==> src/rtl/cache_controller_v2_if.sv <==
// SPI memory bus between the cache controller and the external memory port.
// The controller is the master: it presents an address (and store data on
// writes), the memory answers with spi_ready once per accepted/returned word.
interface cache_controller_v2_if;
   logic [31:0] spi_fetch;
   logic        spi_ready;
   logic        spi_addr_valid;
   logic        spi_write;
   logic [31:0] spi_address;
   logic [31:0] spi_store;
   logic [3:0]  write_strobe;

   modport master (
      input  spi_fetch, spi_ready,
      output spi_addr_valid, spi_write, spi_address, spi_store, write_strobe
   );

   modport slave (
      output spi_fetch, spi_ready,
      input  spi_addr_valid, spi_write, spi_address, spi_store, write_strobe
   );
endinterface

==> src/rtl/cache_controller_v2.sv <==
// Page-granular cache refill controller.
// Holds the core clock while an I-slice page or a D-cache way is refilled
// over SPI. D-way victims are picked round-robin among unlocked ways; dirty
// victims are written back before the new page is fetched. Each completed
// page ends with a base write followed by a bound write for the target slice.
module cache_controller_v2 #(
   parameter int NUM_D_WAYS = 4,
   parameter int PAGE_WORDS = 256
) (
   input  logic                      clk,
   input  logic                      rst,
   input  logic [31:0]               pc_fetch,
   input  logic [31:0]               data_address,
   input  logic                      i_miss,
   input  logic [NUM_D_WAYS-1:0]     d_miss,
   input  logic                      d_access,
   input  logic [NUM_D_WAYS-1:0]     d_dirty,
   input  logic [NUM_D_WAYS-1:0]     d_lock,
   input  logic [32*NUM_D_WAYS-1:0]  d_way_base,
   input  logic [31:0]               wb_data,
   cache_controller_v2_if.master     spi,
   output logic [31:0]               refill_data,
   output logic [31:0]               refill_addr,
   output logic                      i_refill_en,
   output logic [NUM_D_WAYS-1:0]     d_refill_en,
   output logic [NUM_D_WAYS-1:0]     wb_sel,
   output logic [31:0]               base_buffer,
   output logic [31:0]               bound_buffer,
   output logic                      i_base_we,
   output logic                      i_bound_we,
   output logic [NUM_D_WAYS-1:0]     d_base_we,
   output logic [NUM_D_WAYS-1:0]     d_bound_we,
   output logic                      set_clk_enable,
   output logic                      busy,
   output logic                      err_all_locked
);

   localparam int OFF_W = $clog2(PAGE_WORDS) + 2;
   localparam int CNT_W = $clog2(PAGE_WORDS);
   localparam int VW    = (NUM_D_WAYS > 1) ? $clog2(NUM_D_WAYS) : 1;
   localparam logic [CNT_W-1:0] LAST_WORD  = CNT_W'(PAGE_WORDS - 1);
   localparam logic [VW-1:0]    LAST_WAY   = VW'(NUM_D_WAYS - 1);
   localparam logic [31:0]      PAGE_BYTES = 32'(PAGE_WORDS * 4);

   typedef enum logic [2:0] {
      S_POR,
      S_IDLE,
      S_SEL,
      S_WRBK,
      S_FETCH,
      S_UPD_BASE,
      S_UPD_BOUND
   } state_t;

   state_t          state, state_nx;
   logic [CNT_W-1:0] word_cnt;
   logic [VW-1:0]   rr_ptr;
   logic [VW-1:0]   victim;
   logic            target_d;      // 0: I-slice, 1: D-cache way 'victim'
   logic [31:0]     wb_base;       // resident page of the victim, captured in SEL
   logic            refill_pulse;  // one word landed last cycle

   logic [VW-1:0]   sel_victim;
   logic            sel_found;
   int              cand;
   logic [NUM_D_WAYS-1:0] victim_oh;
   logic [31:0]     word_off;
   logic [31:0]     fetch_addr;
   logic [31:0]     wb_addr;
   logic            xfer_step;
   logic            xfer_last;

   // Low address bits fall inside the page and are dropped when forming bases.
   logic unused_addr_bits;
   assign unused_addr_bits = ^{pc_fetch[OFF_W-1:0], data_address[OFF_W-1:0]};

   function automatic logic [31:0] page_base(input logic [31:0] addr);
      return {addr[31:OFF_W], {OFF_W{1'b0}}};
   endfunction

   assign word_off     = {{(32-CNT_W-2){1'b0}}, word_cnt, 2'b00};
   assign fetch_addr   = base_buffer + word_off;
   assign wb_addr      = wb_base + word_off;
   assign bound_buffer = base_buffer + PAGE_BYTES;
   assign xfer_step    = ((state == S_WRBK) || (state == S_FETCH)) && spi.spi_ready;
   assign xfer_last    = xfer_step && (word_cnt == LAST_WORD);

   assign i_refill_en  = refill_pulse && !target_d;
   assign d_refill_en  = (refill_pulse && target_d) ? victim_oh : '0;

   // One-hot decode of the registered victim way.
   always_comb begin
      victim_oh         = '0;
      victim_oh[victim] = 1'b1;
   end

   // Victim search: first unlocked way at or after rr_ptr, wrapping around.
   always_comb begin
      sel_victim = rr_ptr;
      sel_found  = 1'b0;
      cand       = 0;
      for (int i = 0; i < NUM_D_WAYS; i++) begin
         cand = int'(rr_ptr) + i;
         if (cand >= NUM_D_WAYS) cand = cand - NUM_D_WAYS;
         if (!sel_found && !d_lock[cand]) begin
            sel_found  = 1'b1;
            sel_victim = VW'(cand);
         end
      end
   end

   // Next-state decode and per-state bus/strobe outputs.
   always_comb begin
      // NOTE: every output gets a default before the case so no path leaves
      // one unassigned; a missed default here would infer a latch.
      state_nx           = state;
      set_clk_enable     = 1'b0;
      busy               = 1'b1;
      spi.spi_addr_valid = 1'b0;
      spi.spi_write      = 1'b0;
      spi.spi_address    = '0;
      spi.spi_store      = '0;
      spi.write_strobe   = 4'h0;
      wb_sel             = '0;
      i_base_we          = 1'b0;
      i_bound_we         = 1'b0;
      d_base_we          = '0;
      d_bound_we         = '0;

      case (state)
         S_POR: state_nx = S_FETCH;

         S_IDLE: begin
            set_clk_enable = 1'b1;
            busy           = 1'b0;
            if (i_miss || (d_access && (&d_miss))) state_nx = S_SEL;
         end

         S_SEL: begin
            if (target_d && !sel_found)                state_nx = S_IDLE;
            else if (target_d && d_dirty[sel_victim])  state_nx = S_WRBK;
            else                                       state_nx = S_FETCH;
         end

         S_WRBK: begin
            spi.spi_addr_valid = 1'b1;
            spi.spi_write      = 1'b1;
            spi.write_strobe   = 4'hF;
            spi.spi_address    = wb_addr;
            spi.spi_store      = wb_data;
            wb_sel             = victim_oh;
            if (xfer_last) state_nx = S_FETCH;
         end

         S_FETCH: begin
            spi.spi_addr_valid = 1'b1;
            spi.spi_address    = fetch_addr;
            if (xfer_last) state_nx = S_UPD_BASE;
         end

         // The final word's refill pulse is still out on entry; the base
         // write waits one cycle so it strictly follows the last refill.
         S_UPD_BASE: begin
            if (!refill_pulse) begin
               if (target_d) d_base_we = victim_oh;
               else          i_base_we = 1'b1;
               state_nx = S_UPD_BOUND;
            end
         end

         S_UPD_BOUND: begin
            if (target_d) d_bound_we = victim_oh;
            else          i_bound_we = 1'b1;
            state_nx = S_IDLE;
         end

         default: state_nx = S_POR;
      endcase
   end

   // State, counters, page/victim capture and registered refill port.
   always_ff @(posedge clk or posedge rst) begin
      if (rst) begin
         state          <= S_POR;
         word_cnt       <= '0;
         rr_ptr         <= '0;
         victim         <= '0;
         target_d       <= 1'b0;
         wb_base        <= '0;
         base_buffer    <= '0;
         err_all_locked <= 1'b0;
         refill_pulse   <= 1'b0;
         refill_data    <= '0;
         refill_addr    <= '0;
      end else begin
         // NOTE: non-blocking updates so every register here sees the
         // pre-edge value of the others, independent of statement order.
         state        <= state_nx;
         refill_pulse <= (state == S_FETCH) && spi.spi_ready;

         if ((state == S_FETCH) && spi.spi_ready) begin
            refill_data <= spi.spi_fetch;
            refill_addr <= fetch_addr;
         end

         if (xfer_step) word_cnt <= xfer_last ? '0 : word_cnt + 1'b1;

         case (state)
            S_POR: begin
               base_buffer <= page_base(pc_fetch);
               target_d    <= 1'b0;
            end
            S_IDLE: begin
               if (i_miss)                        target_d <= 1'b0;
               else if (d_access && (&d_miss))    target_d <= 1'b1;
            end
            S_SEL: begin
               if (!target_d) begin
                  base_buffer <= page_base(pc_fetch);
               end else if (sel_found) begin
                  base_buffer <= page_base(data_address);
                  victim      <= sel_victim;
                  wb_base     <= d_way_base[int'(sel_victim)*32 +: 32];
                  rr_ptr      <= (sel_victim == LAST_WAY) ? '0 : sel_victim + VW'(1);
               end else begin
                  err_all_locked <= 1'b1;
               end
            end
            default: ;
         endcase
      end
   end

endmodule
==> src/flat_wrapper.sv <==
// flat-port wrapper written by rule: the top's interface ports become plain ports
module cache_controller_v2_flat 
#(
   parameter int NUM_D_WAYS = 4,
   parameter int PAGE_WORDS = 256
)
  (clk, rst, pc_fetch, data_address, i_miss, d_miss, d_access, d_dirty, d_lock, d_way_base, wb_data, refill_data, refill_addr, i_refill_en, d_refill_en, wb_sel, base_buffer, bound_buffer, i_base_we, i_bound_we, d_base_we, d_bound_we, set_clk_enable, busy, err_all_locked, spi_spi_fetch, spi_spi_ready, spi_spi_addr_valid, spi_spi_write, spi_spi_address, spi_spi_store, spi_write_strobe);
  cache_controller_v2_if spi_i ();
  input  logic clk;
  input  logic rst;
  input  logic [31:0] pc_fetch;
  input  logic [31:0] data_address;
  input  logic i_miss;
  input  logic [NUM_D_WAYS-1:0] d_miss;
  input  logic d_access;
  input  logic [NUM_D_WAYS-1:0] d_dirty;
  input  logic [NUM_D_WAYS-1:0] d_lock;
  input  logic [32*NUM_D_WAYS-1:0] d_way_base;
  input  logic [31:0] wb_data;
  output logic [31:0] refill_data;
  output logic [31:0] refill_addr;
  output logic i_refill_en;
  output logic [NUM_D_WAYS-1:0] d_refill_en;
  output logic [NUM_D_WAYS-1:0] wb_sel;
  output logic [31:0] base_buffer;
  output logic [31:0] bound_buffer;
  output logic i_base_we;
  output logic i_bound_we;
  output logic [NUM_D_WAYS-1:0] d_base_we;
  output logic [NUM_D_WAYS-1:0] d_bound_we;
  output logic set_clk_enable;
  output logic busy;
  output logic err_all_locked;
  input wire logic [$bits(spi_i.spi_fetch)-1:0] spi_spi_fetch;
  input wire logic [$bits(spi_i.spi_ready)-1:0] spi_spi_ready;
  output wire logic [$bits(spi_i.spi_addr_valid)-1:0] spi_spi_addr_valid;
  output wire logic [$bits(spi_i.spi_write)-1:0] spi_spi_write;
  output wire logic [$bits(spi_i.spi_address)-1:0] spi_spi_address;
  output wire logic [$bits(spi_i.spi_store)-1:0] spi_spi_store;
  output wire logic [$bits(spi_i.write_strobe)-1:0] spi_write_strobe;
  assign spi_i.spi_fetch = spi_spi_fetch;
  assign spi_i.spi_ready = spi_spi_ready;
  assign spi_spi_addr_valid = spi_i.spi_addr_valid;
  assign spi_spi_write = spi_i.spi_write;
  assign spi_spi_address = spi_i.spi_address;
  assign spi_spi_store = spi_i.spi_store;
  assign spi_write_strobe = spi_i.write_strobe;
  cache_controller_v2 #(.NUM_D_WAYS(NUM_D_WAYS), .PAGE_WORDS(PAGE_WORDS)) u_core (.clk(clk), .rst(rst), .pc_fetch(pc_fetch), .data_address(data_address), .i_miss(i_miss), .d_miss(d_miss), .d_access(d_access), .d_dirty(d_dirty), .d_lock(d_lock), .d_way_base(d_way_base), .wb_data(wb_data), .spi(spi_i), .refill_data(refill_data), .refill_addr(refill_addr), .i_refill_en(i_refill_en), .d_refill_en(d_refill_en), .wb_sel(wb_sel), .base_buffer(base_buffer), .bound_buffer(bound_buffer), .i_base_we(i_base_we), .i_bound_we(i_bound_we), .d_base_we(d_base_we), .d_bound_we(d_bound_we), .set_clk_enable(set_clk_enable), .busy(busy), .err_all_locked(err_all_locked));
endmodule
==> config.mk <==
export PLATFORM = sky130hd
export DESIGN_NAME = cache_controller_v2_flat
export DESIGN_NICKNAME = d
export VERILOG_FILES = /design/src/rtl/cache_controller_v2_if.sv /design/src/rtl/cache_controller_v2.sv /design/src/flat_wrapper.sv
export SDC_FILE = /design/constraint.sdc
export NUM_CORES = 1
export LEC_CHECK = 0
export ABC_AREA = 1
export CAP_MARGIN = 10
export CORE_AREA = 2 2 193 195
export DETAILED_ROUTE_END_ITERATION = 10
export DIE_AREA = 0 0 195 197
export PLACE_DENSITY = 0.55
export SYNTH_ARGS = -nofsm -noshare
export SYNTH_HDL_FRONTEND = slang
export SYNTH_SLANG_ARGS = --single-unit
==> constraint.sdc <==
create_clock -name clk -period 6.5 [get_ports clk]
set_input_delay 1.625 -clock clk [delete_from_list [all_inputs] [get_ports clk]]
set_output_delay 1.625 -clock clk [all_outputs]
set_load 0.01 [all_outputs]
==> flow_metrics.env <==
export IMPL_fmax_mhz=187
export IMPL_ctsHoldBuffers=0
export IMPL_cts_setup_buffers=0
export IMPL_worstPathMaxFanout=6
export IMPL_grt_antenna_before_repair=0
export IMPL_synth_largest_area_cell="dfrtp_1"
export IMPL_drive_gt1_share_pct=4.00
export IMPL_synth_adder_area_share_pct=1.63
export IMPL_ys_seq_area_share_pct=37.6
export IMPL_finalSetupViolCount=0
export IMPL_final_antenna_net_count=0
export IMPL_ir_drop_v=0.000297
export IMPL_synth_xor_xnor_area_share_pct=2.55
export IMPL_max_stage_delay_ns=0.58
export IMPL_dr_pass1_iters=5
export IMPL_ys_seq_elements=134
export IMPL_critPathKind="flip-flop to output port"
export IMPL_slew_headroom_pct=27.1
export IMPL_cpMostUsedCell="nand3_1"
export IMPL_end_kind="output port"
export IMPL_drt_iter0_drc=436
export IMPL_utilization_pct=39.0
export IMPL_drv_slew=0
export IMPL_finalCritPeriodShare_pct=82.1
export IMPL_vias_per_cell=4.51
export IMPL_syn_cell_area_sq_um=8910
export IMPL_synthSimpleGateAreaFrac_pct=28.3
export IMPL_p_leak_nw=6.27
export IMPL_hpwl_um=28100
export IMPL_routedWlPerCell_um=16.6
export IMPL_netlist_top_cells_area="dfrtp_1 (38%), nand2_1 (14%), nor2_1 (8.4%)"
export IMPL_tightest_slew_ns=1.09
export IMPL_max_cap_violations=0
export IMPL_io_pins=493
export IMPL_grt_overflow=0
export IMPL_io_buffers=450
export IMPL_clk_path_buf_depth=2
export IMPL_synth_mux_area_share_pct=0
export IMPL_grtUsageTotal_pct=18.3
export IMPL_arrival_ns=3.71
export IMPL_status="finished clean"
export IMPL_post_cts_resized=0
export IMPL_required_ns=4.88
export IMPL_clock_sinks=134
export IMPL_skew_ns=0.0150
export IMPL_core_sq_um=36300
export IMPL_dieArea_sq_um=38400
export IMPL_r2r_start="u_core.state[1]"
export IMPL_vias=9781
export IMPL_critPathSlowestCell="clkdlybuf4s50_1"
export IMPL_start_kind="flip-flop"
export IMPL_ys_types=44
export IMPL_synth_top_family_by_area="simple AND/OR/NAND/NOR gates"
export IMPL_initial_core_util_pct=24.6
export IMPL_cts_root_buffer="clkbuf_16"
export IMPL_hold_path_class="flip-flop to flip-flop"
export IMPL_startpoint="u_core.wb_base[2]"
export IMPL_placementRows=70
export IMPL_p_per_area_nw_per_um2=477
export IMPL_cts_tree="done"
export IMPL_synth_compound_area_share_pct=16.3
export IMPL_tns_ns=0
export IMPL_path_clk_slew_ns=0.07
export IMPL_grt_pass1_wl_um=54100
export IMPL_synthArstFlopShare_pct=100
export IMPL_ys_warnings_count=0
export IMPL_syn_to_final_growth_pct=58.6
export IMPL_drc_errors=0
export IMPL_avgSynthCellArea_sq_um=6.84
export IMPL_clock_latency_ns=0.44
export IMPL_finalCriticalPeriod_ns=5.34
export IMPL_n_fill_cell=3851
export IMPL_min_delay_start="u_core.refill_data[6]"
export IMPL_hold_viol=0
export IMPL_grt_max_degree=99
export IMPL_detail_route_wirelength_um=36100
export IMPL_die_width_um=195
export IMPL_netlist_area_leader_share_pct=37.6
export IMPL_path_cells="ha_1 > inv_1 > fa_1 > inv_1 > nand3_1 > a21oi_1 > or2_1 > nand2_1 > nor4_4 > nand3_1 > o21ai_0 > nand3_1 > nand2_1 > clkdlybuf4s50_1"
export IMPL_fin_nets=1973
export IMPL_synth_edff_count=0
export IMPL_grt_pass1_vias=9523
export IMPL_gp_congestion=0.847
export IMPL_cts_buffers=17
export IMPL_cts_max_level=4
export IMPL_rsz0062_at_grt="false"
export IMPL_die_h_um=197
export IMPL_synth_flop_cell="dfrtp_1"
export IMPL_netlist_instances=1304
-- synth_stat cells (21+ instances only) --
library cell,n
clkbuf_1,33
buf_4,52
o21ai_0,96
xor2_1,25
a31oi_1,36
o22ai_1,39
a21oi_1,21
nand3_1,39
o21ai_1,55
inv_1,130
nand2_1,337
dfrtp_1,134
nor2_1,200
-- final cells by class --
cell class | count | area, sq um | area share, %
diodes | 1 | 2.50 | 0.0177
clock buffers | 19 | 453 | 3.20
clock inverters | 13 | 218 | 1.54
inverters | 137 | 524 | 3.71
multi-input cells | 942 | 4450 | 31.4
flip-flops and latches | 134 | 3350 | 23.7
well taps | 468 | 586 | 4.14
repair buffers | 457 | 4560 | 32.2
-- final timing paths --
kind / cells past startpoint / slack, ns / endpoint
min in group asynchronous: 2 / 1.79 / u_core.base_buffer[27]
setup reg to reg: 9 / 3.03 / u_core.base_buffer[23]
setup / recovery: 14 / 1.16 / spi_spi_address[28]
hold / removal: 2 / 0.47 / u_core.refill_data[6]
hold reg to reg: 2 / 0.47 / u_core.refill_data[6]
max in group asynchronous: 3 / 3.63 / u_core.word_cnt[2]
-- registers in the layout, summed over array words and instances, names as in the netlist --
name and count:
u_core.base_buffer 22, u_core.err_all_locked 1, u_core.refill_addr 30, u_core.refill_data 32, u_core.refill_pulse 1, u_core.rr_ptr 2, u_core.state 3, u_core.target_d 1
u_core.victim 2, u_core.wb_base 32, u_core.word_cnt 8
-- through the flow --
stage	power, W	cells	cell area, sq um	hold WS (ns)	worst slack (ns)
6_report	0.00675	2171	14100	0.469	1.16
2_1_floorplan	0.00394	1325	8990	0.472	1.29
4_1_cts	0.00684	2170	14100	0.470	1.09
5_1_grt	0.00732	2170	14100	0.491	0.817
3_3_place_gp	0.00567	2138	13500	0.451	1.61
3_5_place_dp	0.00569	2138	13500	0.455	1.57
-- where the power goes --
| part | internal, W | switching, W |
|---|---|---|
| Clock | 0.000708 | 0.000422 |
| Combinational | 0.00168 | 0.00233 |
| Sequential | 0.00122 | 0.000394 |
-- routing by layer --
metal	global-route usage (%)	part of all wire (%)
met5	0	0
met4	4.86	1.8
met3	4.40	6.8
met2	30.2	46
met1	24.0	46
-- worst max-delay path: cells and delay by family, from the launching register on --
kind,cells,cell delay [ns]
buf+inv,3,0.76
fa+ha+maj,2,0.58
flops,1,0.39
compound gates,2,0.40
simple gates,7,1.17
-- cells by family after synthesis --
family,count (synthesis)
flip-flops,134
other,1
adder cells (fa/ha/maj),11
XOR/XNOR,26
AND/OR/NAND/NOR,621
AO/OA/AOI/OAI,262
buffers and inverters,249
-- cell usage in the layout, fill, tap and decap left out, drive strengths merged --
master	count
clkdlybuf4s50	450
nand2	341
nor2	202
o21ai	152
inv	141
dfrtp	134
nand3	40
o22ai	39
a31oi	37
xor2	25
a21oi	24
conb	22
nor3	20
clkbuf	19
nand4	11
ha	10
buf	7
bufinv	5
nor4	5
o21bai	3
o31ai	2
clkinvlp	2
clkinv	2
or2	2
diode	1
o221ai	1
o32ai	1
a21o	1
o2111ai	1
xnor2	1
o211ai	1
fa	1
No activity file was read; power rests on OpenSTA's default activity.
